$ cat config.mk
export PLATFORM = sky130hd
export DESIGN_NAME = wb_master_pid_mc_flat
export DESIGN_NICKNAME = d
export VERILOG_FILES = /design/src/rtl/wb_master_pid_mc_if.sv /design/src/rtl/wb_master_pid_mc.sv /design/src/flat_wrapper.sv
export SDC_FILE = /design/constraint.sdc
export NUM_CORES = 2
export LEC_CHECK = 0
export ABC_AREA = 1
export BUFFER_PORTS_ARGS = -buffer_cell sky130_fd_sc_hd__buf_2
export CELL_PAD_IN_SITES_DETAIL_PLACEMENT = 0
export CELL_PAD_IN_SITES_GLOBAL_PLACEMENT = 2
export CORE_UTILIZATION = 34
export DETAILED_ROUTE_END_ITERATION = 8
export PLACE_DENSITY = 0.83
export REMOVE_ABC_BUFFERS = 1
export SYNTH_ARGS = -nofsm -noshare
export SYNTH_HDL_FRONTEND = slang
export SYNTH_SLANG_ARGS = --single-unit
$ cat constraint.sdc
create_clock -name wb_clk_i -period 28.5 [get_ports wb_clk_i]
set_input_delay 5.7 -clock wb_clk_i [delete_from_list [all_inputs] [get_ports wb_clk_i]]
set_output_delay 5.7 -clock wb_clk_i [all_outputs]
set_load 0.1 [all_outputs]
$ cat src/rtl/wb_master_pid_mc_if.sv
// Wishbone master bus bundle used by wb_master_pid_mc.
interface wb_master_pid_mc_if #(
  parameter int AW = 16
);
  logic [AW-1:0] wbm_adr_o;
  logic [31:0]   wbm_dat_o;
  logic          wbm_we_o;
  logic          wbm_cyc_o;
  logic          wbm_stb_o;
  logic [3:0]    wbm_sel_o;
  logic          wbm_ack_i;
  logic          wbm_err_i;

  modport master (
    output wbm_adr_o, wbm_dat_o, wbm_we_o, wbm_cyc_o, wbm_stb_o, wbm_sel_o,
    input  wbm_ack_i, wbm_err_i
  );

  modport slave (
    input  wbm_adr_o, wbm_dat_o, wbm_we_o, wbm_cyc_o, wbm_stb_o, wbm_sel_o,
    output wbm_ack_i, wbm_err_i
  );
endinterface

$ cat src/rtl/wb_master_pid_mc.sv
// Multi-channel PID register sweeper: snapshots per-channel kp/ki/kd/sp/pv,
// writes them to a Wishbone slave (skipping unchanged gains/setpoints),
// and clamps per-channel PID results into duty-cycle values.
module wb_master_pid_mc #(
  parameter int NCH            = 2,
  parameter int AW             = 16,
  parameter int CH_STRIDE      = 32,
  parameter int TIMEOUT        = 15,
  parameter int SKIP_UNCHANGED = 1
) (
  input  logic                wb_clk_i,
  input  logic                wb_rst_i,
  input  logic                enable_i,
  input  logic [NCH*32-1:0]   kp_input,
  input  logic [NCH*32-1:0]   ki_input,
  input  logic [NCH*32-1:0]   kd_input,
  input  logic [NCH*32-1:0]   sp_input,
  input  logic [NCH*32-1:0]   pv_input,
  input  logic [NCH*32-1:0]   period_input,
  input  logic [NCH*32-1:0]   pid_output,
  input  logic [NCH-1:0]      pid_valid,
  wb_master_pid_mc_if.master  wbm,
  output logic [NCH*32-1:0]   dcycle_o,
  output logic [NCH-1:0]      dcycle_vld_o,
  output logic                busy_o,
  output logic                err_o,
  input  logic                err_clr_i
);

  localparam int CW = (NCH > 1) ? $clog2(NCH) : 1;

  typedef enum logic [2:0] {IDLE, LATCH, REQ, WAIT, GAP} state_t;

  state_t        state, state_nxt;
  logic [CW-1:0] ch, nxt_ch, sel_ch;
  logic [2:0]    idx, nxt_idx, sel_idx;
  logic [7:0]    tcnt;
  logic          last, need_wr, issue, ack_ok, fault, tmo;
  logic [31:0]   cur_dat;
  logic [31:0]   addr_full;

  logic [31:0]   snap       [NCH][5];
  logic [31:0]   shadow     [NCH][4];
  logic          shadow_vld [NCH][4];

  assign busy_o = (state != IDLE);

  // Sweep position bookkeeping, skip decision and bus-cycle issue conditions.
  // GAP looks ahead to the next register so a needed write starts straight
  // out of GAP, giving one low stb cycle between back-to-back transfers.
  always_comb begin
    nxt_idx = idx + 3'd1;
    nxt_ch  = ch;
    if (idx == 3'd4) begin
      nxt_idx = '0;
      nxt_ch  = ch + CW'(1);
    end
    last    = (idx == 3'd4) && (ch == CW'(NCH - 1));
    sel_ch  = (state == GAP) ? nxt_ch  : ch;
    sel_idx = (state == GAP) ? nxt_idx : idx;
    cur_dat = snap[sel_ch][sel_idx];
    need_wr = 1'b1;
    if ((SKIP_UNCHANGED != 0) && (sel_idx < 3'd4) &&
        shadow_vld[sel_ch][sel_idx[1:0]] &&
        (cur_dat == shadow[sel_ch][sel_idx[1:0]]))
      need_wr = 1'b0;
    addr_full = 32'(sel_ch) * 32'(CH_STRIDE) + 32'(sel_idx) * 32'd4;
    tmo       = (tcnt == 8'(TIMEOUT - 1));
    issue     = ((state == REQ) && need_wr) ||
                ((state == GAP) && !last && need_wr);
    fault     = (state == WAIT) && (wbm.wbm_err_i || (!wbm.wbm_ack_i && tmo));
    ack_ok    = (state == WAIT) && wbm.wbm_ack_i && !wbm.wbm_err_i;
  end

  // FSM state register.
  always_ff @(posedge wb_clk_i or posedge wb_rst_i) begin
    if (wb_rst_i) state <= IDLE;
    else          state <= state_nxt;
  end

  // FSM next-state logic.
  always_comb begin
    state_nxt = state;
    case (state)
      IDLE:  if (enable_i) state_nxt = LATCH;
      LATCH: state_nxt = REQ;
      REQ:   if (need_wr) state_nxt = WAIT;
      WAIT:  if (wbm.wbm_ack_i || wbm.wbm_err_i || tmo) state_nxt = GAP;
      GAP: begin
        if (last)         state_nxt = IDLE;
        else if (need_wr) state_nxt = WAIT;
        else              state_nxt = REQ;
      end
      default: state_nxt = IDLE;
    endcase
  end

  // Snapshot, shadow, sweep index and registered Wishbone master outputs.
  always_ff @(posedge wb_clk_i or posedge wb_rst_i) begin
    if (wb_rst_i) begin
      ch            <= '0;
      idx           <= '0;
      tcnt          <= '0;
      err_o         <= 1'b0;
      wbm.wbm_adr_o <= '0;
      wbm.wbm_dat_o <= '0;
      wbm.wbm_we_o  <= 1'b0;
      wbm.wbm_cyc_o <= 1'b0;
      wbm.wbm_stb_o <= 1'b0;
      wbm.wbm_sel_o <= '0;
      for (int unsigned c = 0; c < NCH; c++) begin
        for (int unsigned r = 0; r < 5; r++) snap[c][r] <= '0;
        for (int unsigned r = 0; r < 4; r++) begin
          shadow[c][r]     <= '0;
          shadow_vld[c][r] <= 1'b0;
        end
      end
    end else begin
      case (state)
        LATCH: begin
          ch  <= '0;
          idx <= '0;
          for (int unsigned c = 0; c < NCH; c++) begin
            snap[c][0] <= kp_input[32*c +: 32];
            snap[c][1] <= ki_input[32*c +: 32];
            snap[c][2] <= kd_input[32*c +: 32];
            snap[c][3] <= sp_input[32*c +: 32];
            snap[c][4] <= pv_input[32*c +: 32];
          end
        end
        REQ: if (!need_wr) idx <= idx + 3'd1;
        WAIT: begin
          if (ack_ok || fault) begin
            wbm.wbm_cyc_o <= 1'b0;
            wbm.wbm_stb_o <= 1'b0;
            wbm.wbm_we_o  <= 1'b0;
          end else begin
            tcnt <= tcnt + 8'd1;
          end
          if (ack_ok && (idx < 3'd4)) begin
            shadow[ch][idx[1:0]]     <= wbm.wbm_dat_o;
            shadow_vld[ch][idx[1:0]] <= 1'b1;
          end
          if (fault && (idx < 3'd4)) shadow_vld[ch][idx[1:0]] <= 1'b0;
        end
        GAP: if (!last) begin
          ch  <= nxt_ch;
          idx <= nxt_idx;
        end
        default: ;
      endcase
      if (issue) begin
        wbm.wbm_adr_o <= addr_full[AW-1:0];
        wbm.wbm_dat_o <= cur_dat;
        wbm.wbm_we_o  <= 1'b1;
        wbm.wbm_cyc_o <= 1'b1;
        wbm.wbm_stb_o <= 1'b1;
        wbm.wbm_sel_o <= 4'hF;
        tcnt          <= '0;
      end
      if (fault)          err_o <= 1'b1;
      else if (err_clr_i) err_o <= 1'b0;
    end
  end

  // Per-channel duty clamp: negative -> 0, above period -> period.
  always_ff @(posedge wb_clk_i or posedge wb_rst_i) begin
    if (wb_rst_i) begin
      dcycle_o     <= '0;
      dcycle_vld_o <= '0;
    end else begin
      for (int unsigned c = 0; c < NCH; c++) begin
        dcycle_vld_o[c] <= pid_valid[c];
        if (pid_valid[c]) begin
          if (pid_output[32*c+31])
            dcycle_o[32*c +: 32] <= '0;
          else if (pid_output[32*c +: 32] > period_input[32*c +: 32])
            dcycle_o[32*c +: 32] <= period_input[32*c +: 32];
          else
            dcycle_o[32*c +: 32] <= pid_output[32*c +: 32];
        end
      end
    end
  end

endmodule

$ cat src/flat_wrapper.sv
// flat-port wrapper written by rule: the top's interface ports become plain ports
module wb_master_pid_mc_flat 
#(
  parameter int NCH            = 2,
  parameter int AW             = 16,
  parameter int CH_STRIDE      = 32,
  parameter int TIMEOUT        = 15,
  parameter int SKIP_UNCHANGED = 1
)
  (wb_clk_i, wb_rst_i, enable_i, kp_input, ki_input, kd_input, sp_input, pv_input, period_input, pid_output, pid_valid, dcycle_o, dcycle_vld_o, busy_o, err_o, err_clr_i, wbm_wbm_adr_o, wbm_wbm_dat_o, wbm_wbm_we_o, wbm_wbm_cyc_o, wbm_wbm_stb_o, wbm_wbm_sel_o, wbm_wbm_ack_i, wbm_wbm_err_i);
  wb_master_pid_mc_if #(.AW(AW)) wbm_i ();
  input  logic wb_clk_i;
  input  logic wb_rst_i;
  input  logic enable_i;
  input  logic [NCH*32-1:0] kp_input;
  input  logic [NCH*32-1:0] ki_input;
  input  logic [NCH*32-1:0] kd_input;
  input  logic [NCH*32-1:0] sp_input;
  input  logic [NCH*32-1:0] pv_input;
  input  logic [NCH*32-1:0] period_input;
  input  logic [NCH*32-1:0] pid_output;
  input  logic [NCH-1:0] pid_valid;
  output logic [NCH*32-1:0] dcycle_o;
  output logic [NCH-1:0] dcycle_vld_o;
  output logic busy_o;
  output logic err_o;
  input  logic err_clr_i;
  output wire logic [$bits(wbm_i.wbm_adr_o)-1:0] wbm_wbm_adr_o;
  output wire logic [$bits(wbm_i.wbm_dat_o)-1:0] wbm_wbm_dat_o;
  output wire logic [$bits(wbm_i.wbm_we_o)-1:0] wbm_wbm_we_o;
  output wire logic [$bits(wbm_i.wbm_cyc_o)-1:0] wbm_wbm_cyc_o;
  output wire logic [$bits(wbm_i.wbm_stb_o)-1:0] wbm_wbm_stb_o;
  output wire logic [$bits(wbm_i.wbm_sel_o)-1:0] wbm_wbm_sel_o;
  input wire logic [$bits(wbm_i.wbm_ack_i)-1:0] wbm_wbm_ack_i;
  input wire logic [$bits(wbm_i.wbm_err_i)-1:0] wbm_wbm_err_i;
  assign wbm_wbm_adr_o = wbm_i.wbm_adr_o;
  assign wbm_wbm_dat_o = wbm_i.wbm_dat_o;
  assign wbm_wbm_we_o = wbm_i.wbm_we_o;
  assign wbm_wbm_cyc_o = wbm_i.wbm_cyc_o;
  assign wbm_wbm_stb_o = wbm_i.wbm_stb_o;
  assign wbm_wbm_sel_o = wbm_i.wbm_sel_o;
  assign wbm_i.wbm_ack_i = wbm_wbm_ack_i;
  assign wbm_i.wbm_err_i = wbm_wbm_err_i;
  wb_master_pid_mc #(.NCH(NCH), .AW(AW), .CH_STRIDE(CH_STRIDE), .TIMEOUT(TIMEOUT), .SKIP_UNCHANGED(SKIP_UNCHANGED)) u_core (.wb_clk_i(wb_clk_i), .wb_rst_i(wb_rst_i), .enable_i(enable_i), .kp_input(kp_input), .ki_input(ki_input), .kd_input(kd_input), .sp_input(sp_input), .pv_input(pv_input), .period_input(period_input), .pid_output(pid_output), .pid_valid(pid_valid), .wbm(wbm_i), .dcycle_o(dcycle_o), .dcycle_vld_o(dcycle_vld_o), .busy_o(busy_o), .err_o(err_o), .err_clr_i(err_clr_i));
endmodule
---- Word-level counts from Yosys, hierarchy flattened ----
Index checks and enable logic that the tools add are counted.
W data, S select, Z words.
storage, ports and cells
  bits in latches ......................... 0
  memories kept ........................... 0
  memory bits (read-only) ................. 0
  bits of input ports ..................... 456
  logic and storage cells ................. 167
  register bits after elaboration ......... 716
  memory bits (writable) .................. 0
  output and inout port bits .............. 123
operators by class
  reductions and logical operators ........ 35
  mux-type cells .......................... 58
  bitwise gates (word level) .............. 8
  eq/ne operators ......................... 13
  multipliers ............................. 0
  div/mod/pow operators ................... 0
  shifts and indexed selects .............. 0
  add/subtract/negate cells ............... 4
  order comparisons ....................... 11
operator list
  kind                   number
  $mux W128              4
  $mux W160              3
  $mux W32               9
  $bwmux W256            1
  $demux W128 S1         1
  $bmux W32 S3           1
  $bmux W32 S2           1
  $demux W32 S2          1
  $gt A32 B32 Y1         2
  $mux W8                6
  $eq A32 B32 Y1         1
  $mux W3                8
  $mux W4                4
  $pmux W3 S5            1
  $logic_and A1 B1 Y1    14
  $mux W1                13
  $pmux W3 S3            1
  $add A8 B1 Y8 const B  1
  $and A8 B8 Y8          1
  $eq A8 B4 Y1 const B   1
  $ne A2 B2 Y1 const B   4
  $not A8 Y8             1
  $or A8 B8 Y8           1
  $reduce_and A2 Y1      4
  26 further kinds       45

---- Longest topological paths before layout ----
  depth after elaboration ................. 17
  gate-level depth with buffers ........... 27
  mapped depth without buffers ............ 24

---- Worst setup path after synthesis ----
No wires, ideal clock.
  kind .................................... in2reg
  start ................................... input period_input[63]
  end ..................................... register u_core.dcycle_o[32]
  buffers on the path ..................... 1
  data required time ...................... 28417 ps
  cell stages on the path ................. 10
  setup time .............................. 83 ps
  data arrival time ....................... 7413 ps
  slack ................................... 21004 ps
  cell sequence ........................... inv_1 ha_1 nand4_1 nor3_1 nor4b_1 nand4_1 nand2_1 clkbuf_1 o21ai_0 o21ai_0
between the ends
  longest elaborated chain between the ends .. 3
RTL lines
  element                        RTL line                 text
  start, declared                flat_wrapper.sv:20       input logic [NCH*32-1:0] period_input;
  $gt A32 B32 Y1                 wb_master_pid_mc.sv:177  else if (pid_output[32*c +: 32] > period_input[32*c +: 32])
  $mux W32                       wb_master_pid_mc.sv:177
  $mux W32                       wb_master_pid_mc.sv:175  if (pid_output[32*c+31])
  end signal, assigned by index  wb_master_pid_mc.sv:178  dcycle_o[32*c +: 32] <= period_input[32*c +: 32];
  end signal, assigned by index  wb_master_pid_mc.sv:180  dcycle_o[32*c +: 32] <= pid_output[32*c +: 32];
  end, declared                  wb_master_pid_mc.sv:23   output logic [NCH*32-1:0] dcycle_o,
No other way between the ends.
A chain may end at the register's enable or synchronous reset.

---- Worst setup path in the final report ----
  start ................................... input period_input[60]
  end ..................................... register u_core.dcycle_o[60]
between the ends
  longest elaborated chain between the ends .. 3
RTL lines
  element         RTL line
  $gt A32 B32 Y1  wb_master_pid_mc.sv:177
  $mux W32 (*)    wb_master_pid_mc.sv:177
  $mux W32 (*)    wb_master_pid_mc.sv:175
Mark *: on every way between the ends. The rest lies on a longest branch, timed or not.

==> run metrics <==
post-synthesis sequential area ratio 0.512; max cap viols 0; initial DRC count 1,985; area of the mapped netlist 34,400 um2; post-synthesis mux area share 0.0913; post-DR wirelength/cell 20.3 um; clock buffer depth 3; area grow syn2layout 19.2%; GP Congestion 0.819; post-route insts no fill 5,794; Setup TNS 0 ns; RSZ-0062 raised after global routing false; initial cell density of the core 0.344; DP Cell Count 5,621; Worst-path clk slew 0.06 ns; cts repair resizes 0; post-route clock period utilization 0.309; nets 4,936; DRT Pass-1 Iters 5; Hold Buf Count CTS 0; antenna violations before repair 34; GRT overflow 0; commonest cells after routing, fill and taps aside 1,157 x nand2_1, 704 x dfrtp_1, 566 x buf_2, 449 x o21ai_0, 413 x nand3_1; htree depth 3; Simple-Gate Fraction of Synth Area 0.207; die width 320 um; Row Count 116; clk_skew 0.0418 ns; Worst Max-Slew Pin Slew 1.18 ns; # DRC 0; Mapped Cells 3,958; Post-synth EDFFs 0; largest net degree at the start of global routing 163; layout cells sized above 1 0.240; Die H 320 um; FMAX 114 MHz; commonest non-fill, non-tap cell in the layout nand2_1; synthesized-area fraction occupied by adder cells 0.0258; # IOs 579; Seq cells post-synth 704; Leak Pwr 20.1 nW; vias 29,117; Cell variety after synth 42; Critical Path RT 29.06 ns; XOR/XNOR share of the synthesized area 0.00127; postcts setup bufs 0; Total Routing Usage GR 0.229; Syn. warnings 0; Worst Setup End Kind flop; CP Max Fanout 32; number of global-route vias before repair 29,179; FFs w/ async S/R, synth 1.00; pwr/cell area 123 nW/um2; largest family of logic cells by synthesized area simple AND/OR/NAND/NOR gates; first-pass GRT wire length 180 mm; CTS Buf Count 84; die area 102,000 um2; Pins Over Slew Limit 0; Final setup viols 0; crit path kind primary input to flop; Clock Latency Late Sink 0.67 ns; average size of a mapped cell 8.69 um2; WHS Path Cells 2; post-route ant nets 0; Hold Fails Final Rpt 0; Hold Startpoint u_core.dcycle_o[50]$_DFFE_PP0P_; dpl hpwl 76.8 mm; vias per inst 5.03; Root Driver clkbuf_16; Port-buffer cells 566; commonest register cell after synthesis dfrtp_1; Worst setup SP type primary input; final WL 117 mm; max_slew headroom 0.210; outcome finished clean; Critical Path AT 9.35 ns; min-delay worst type flop to flop; final period demand of the worst path 8.80 ns; Synth Area in Compound Gates 0.101; CTS tree done; Core ar. 100,000 um2; Crit Reg-Reg Startpoint u_core.idx[0]$_DFFE_PP0P_; worst vdd ir 75.0 uV; FF-to-FF path depth 23; Num Clock Sinks 704; Worst Setup SP period_input[60]
through the flow:
stage / area, um2 / hold WS [ns] / power, mW / worst slack (ns) / utilization
after floorplan: 33200 / 0.453 / 3.48 / 3.06 / -
after global placement: 38200 / 0.463 / 3.95 / 19.17 / 0.381
after detailed placement: 38200 / 0.469 / 3.98 / 18.95 / 0.381
after CTS: 41000 / 0.484 / 5.09 / 19.66 / 0.409
after global routing: 41000 / 0.497 / 5.40 / 19.34 / 0.410
final: 41000 / 0.480 / 5.03 / 19.70 / 0.410
where the power goes:
part / switching (mW) / internal, mW
registers: 0.199 / 1.38
logic: 1.62 / 0.745
clock network: 0.453 / 0.635
total: 2.27 / 2.76
sequential cells by signal, indices dropped and copies added (netlist names), 2 cells and up:
signal,cells
u_core.shadow,256
u_core.dcycle_o,64
u_core.tcnt,8
u_core.wbm.wbm_adr_o,4
u_core.idx,3
u_core.dcycle_vld_o,2
u_core.state,3
u_core.snap,320
u_core.shadow_vld,8
u_core.wbm.wbm_dat_o,32
cells by family after synthesis:
| group | Yosys count |
|---|---|
| muxes | 279 |
| and+or+nand+nor | 1731 |
| buffers and inverters | 506 |
| adders and majority gates | 71 |
| AOI/OAI and AO/OA | 661 |
| DFF | 704 |
| other | 1 |
| xor gates and xnor gates | 5 |
cell type report:
| type | count | area [um2] |
|---|---|---|
| Antenna cell | 18 | 45.0 |
| Clock buffer | 121 | 2470 |
| Clock inverter | 34 | 334 |
| Fill cell | 10217 | 59100 |
| Inverter | 244 | 926 |
| Multi-Input combinational cell | 2759 | 14800 |
| Sequential cell | 704 | 17600 |
| Tap cell | 1298 | 1620 |
| Timing Repair Buffer | 616 | 3230 |
worst paths after layout:
path | end | slack, ns
setup / recovery | u_core.dcycle_o[60]$_DFFE_PP0P_ | 19.70
hold / removal | u_core.dcycle_o[50]$_DFFE_PP0P_ | 0.48
setup reg to reg | u_core.wbm.wbm_adr_o[4]$_DFFE_PP0P_ | 20.40
hold reg to reg | u_core.dcycle_o[50]$_DFFE_PP0P_ | 0.48
max in group asynchronous | u_core.snap[182]$_DFFE_PP0P_ | 20.31
min in group asynchronous | u_core.snap[33]$_DFFE_PP0P_ | 5.18
cells in the mapped netlist (4+ instances only):
master | count | area, um2
buf_4 | 26 | 195
clkbuf_1 | 139 | 522
o21ai_1 | 50 | 250
a21oi_1 | 101 | 505
a32oi_1 | 4 | 35.0
dfrtp_1 | 704 | 17600
mux2_2 | 279 | 3140
nand3_1 | 414 | 2070
nand4_1 | 13 | 81.3
ha_1 | 71 | 888
a31oi_1 | 7 | 43.8
nand2_1 | 1158 | 4350
nor2_1 | 123 | 462
or2_2 | 7 | 43.8
buf_1 | 6 | 22.5
inv_2 | 18 | 67.6
a211oi_1 | 4 | 30.0
inv_1 | 223 | 837
o211ai_1 | 34 | 255
buf_2 | 87 | 435
o21ai_0 | 449 | 2250
nor3_1 | 7 | 35.0
worst max-delay path, cell delays in order:
cell     delay, ns
buf_2         0.08
inv_1         0.03
ha_1          0.32
nand4_1       0.17
nor3_1        0.36
nor4b_1       0.54
nand4_1       0.44
buf_4         0.39
nand2_1       0.89
o21ai_0       0.16
o21ai_0       0.22
routing by layer:
layer  GRT usage  share of wire
met3      0.0456          0.059
met5           0         0.0017
met2       0.382           0.49
met4      0.0834          0.029
met1       0.294           0.42
No activity file was read; power rests on OpenSTA's default activity.
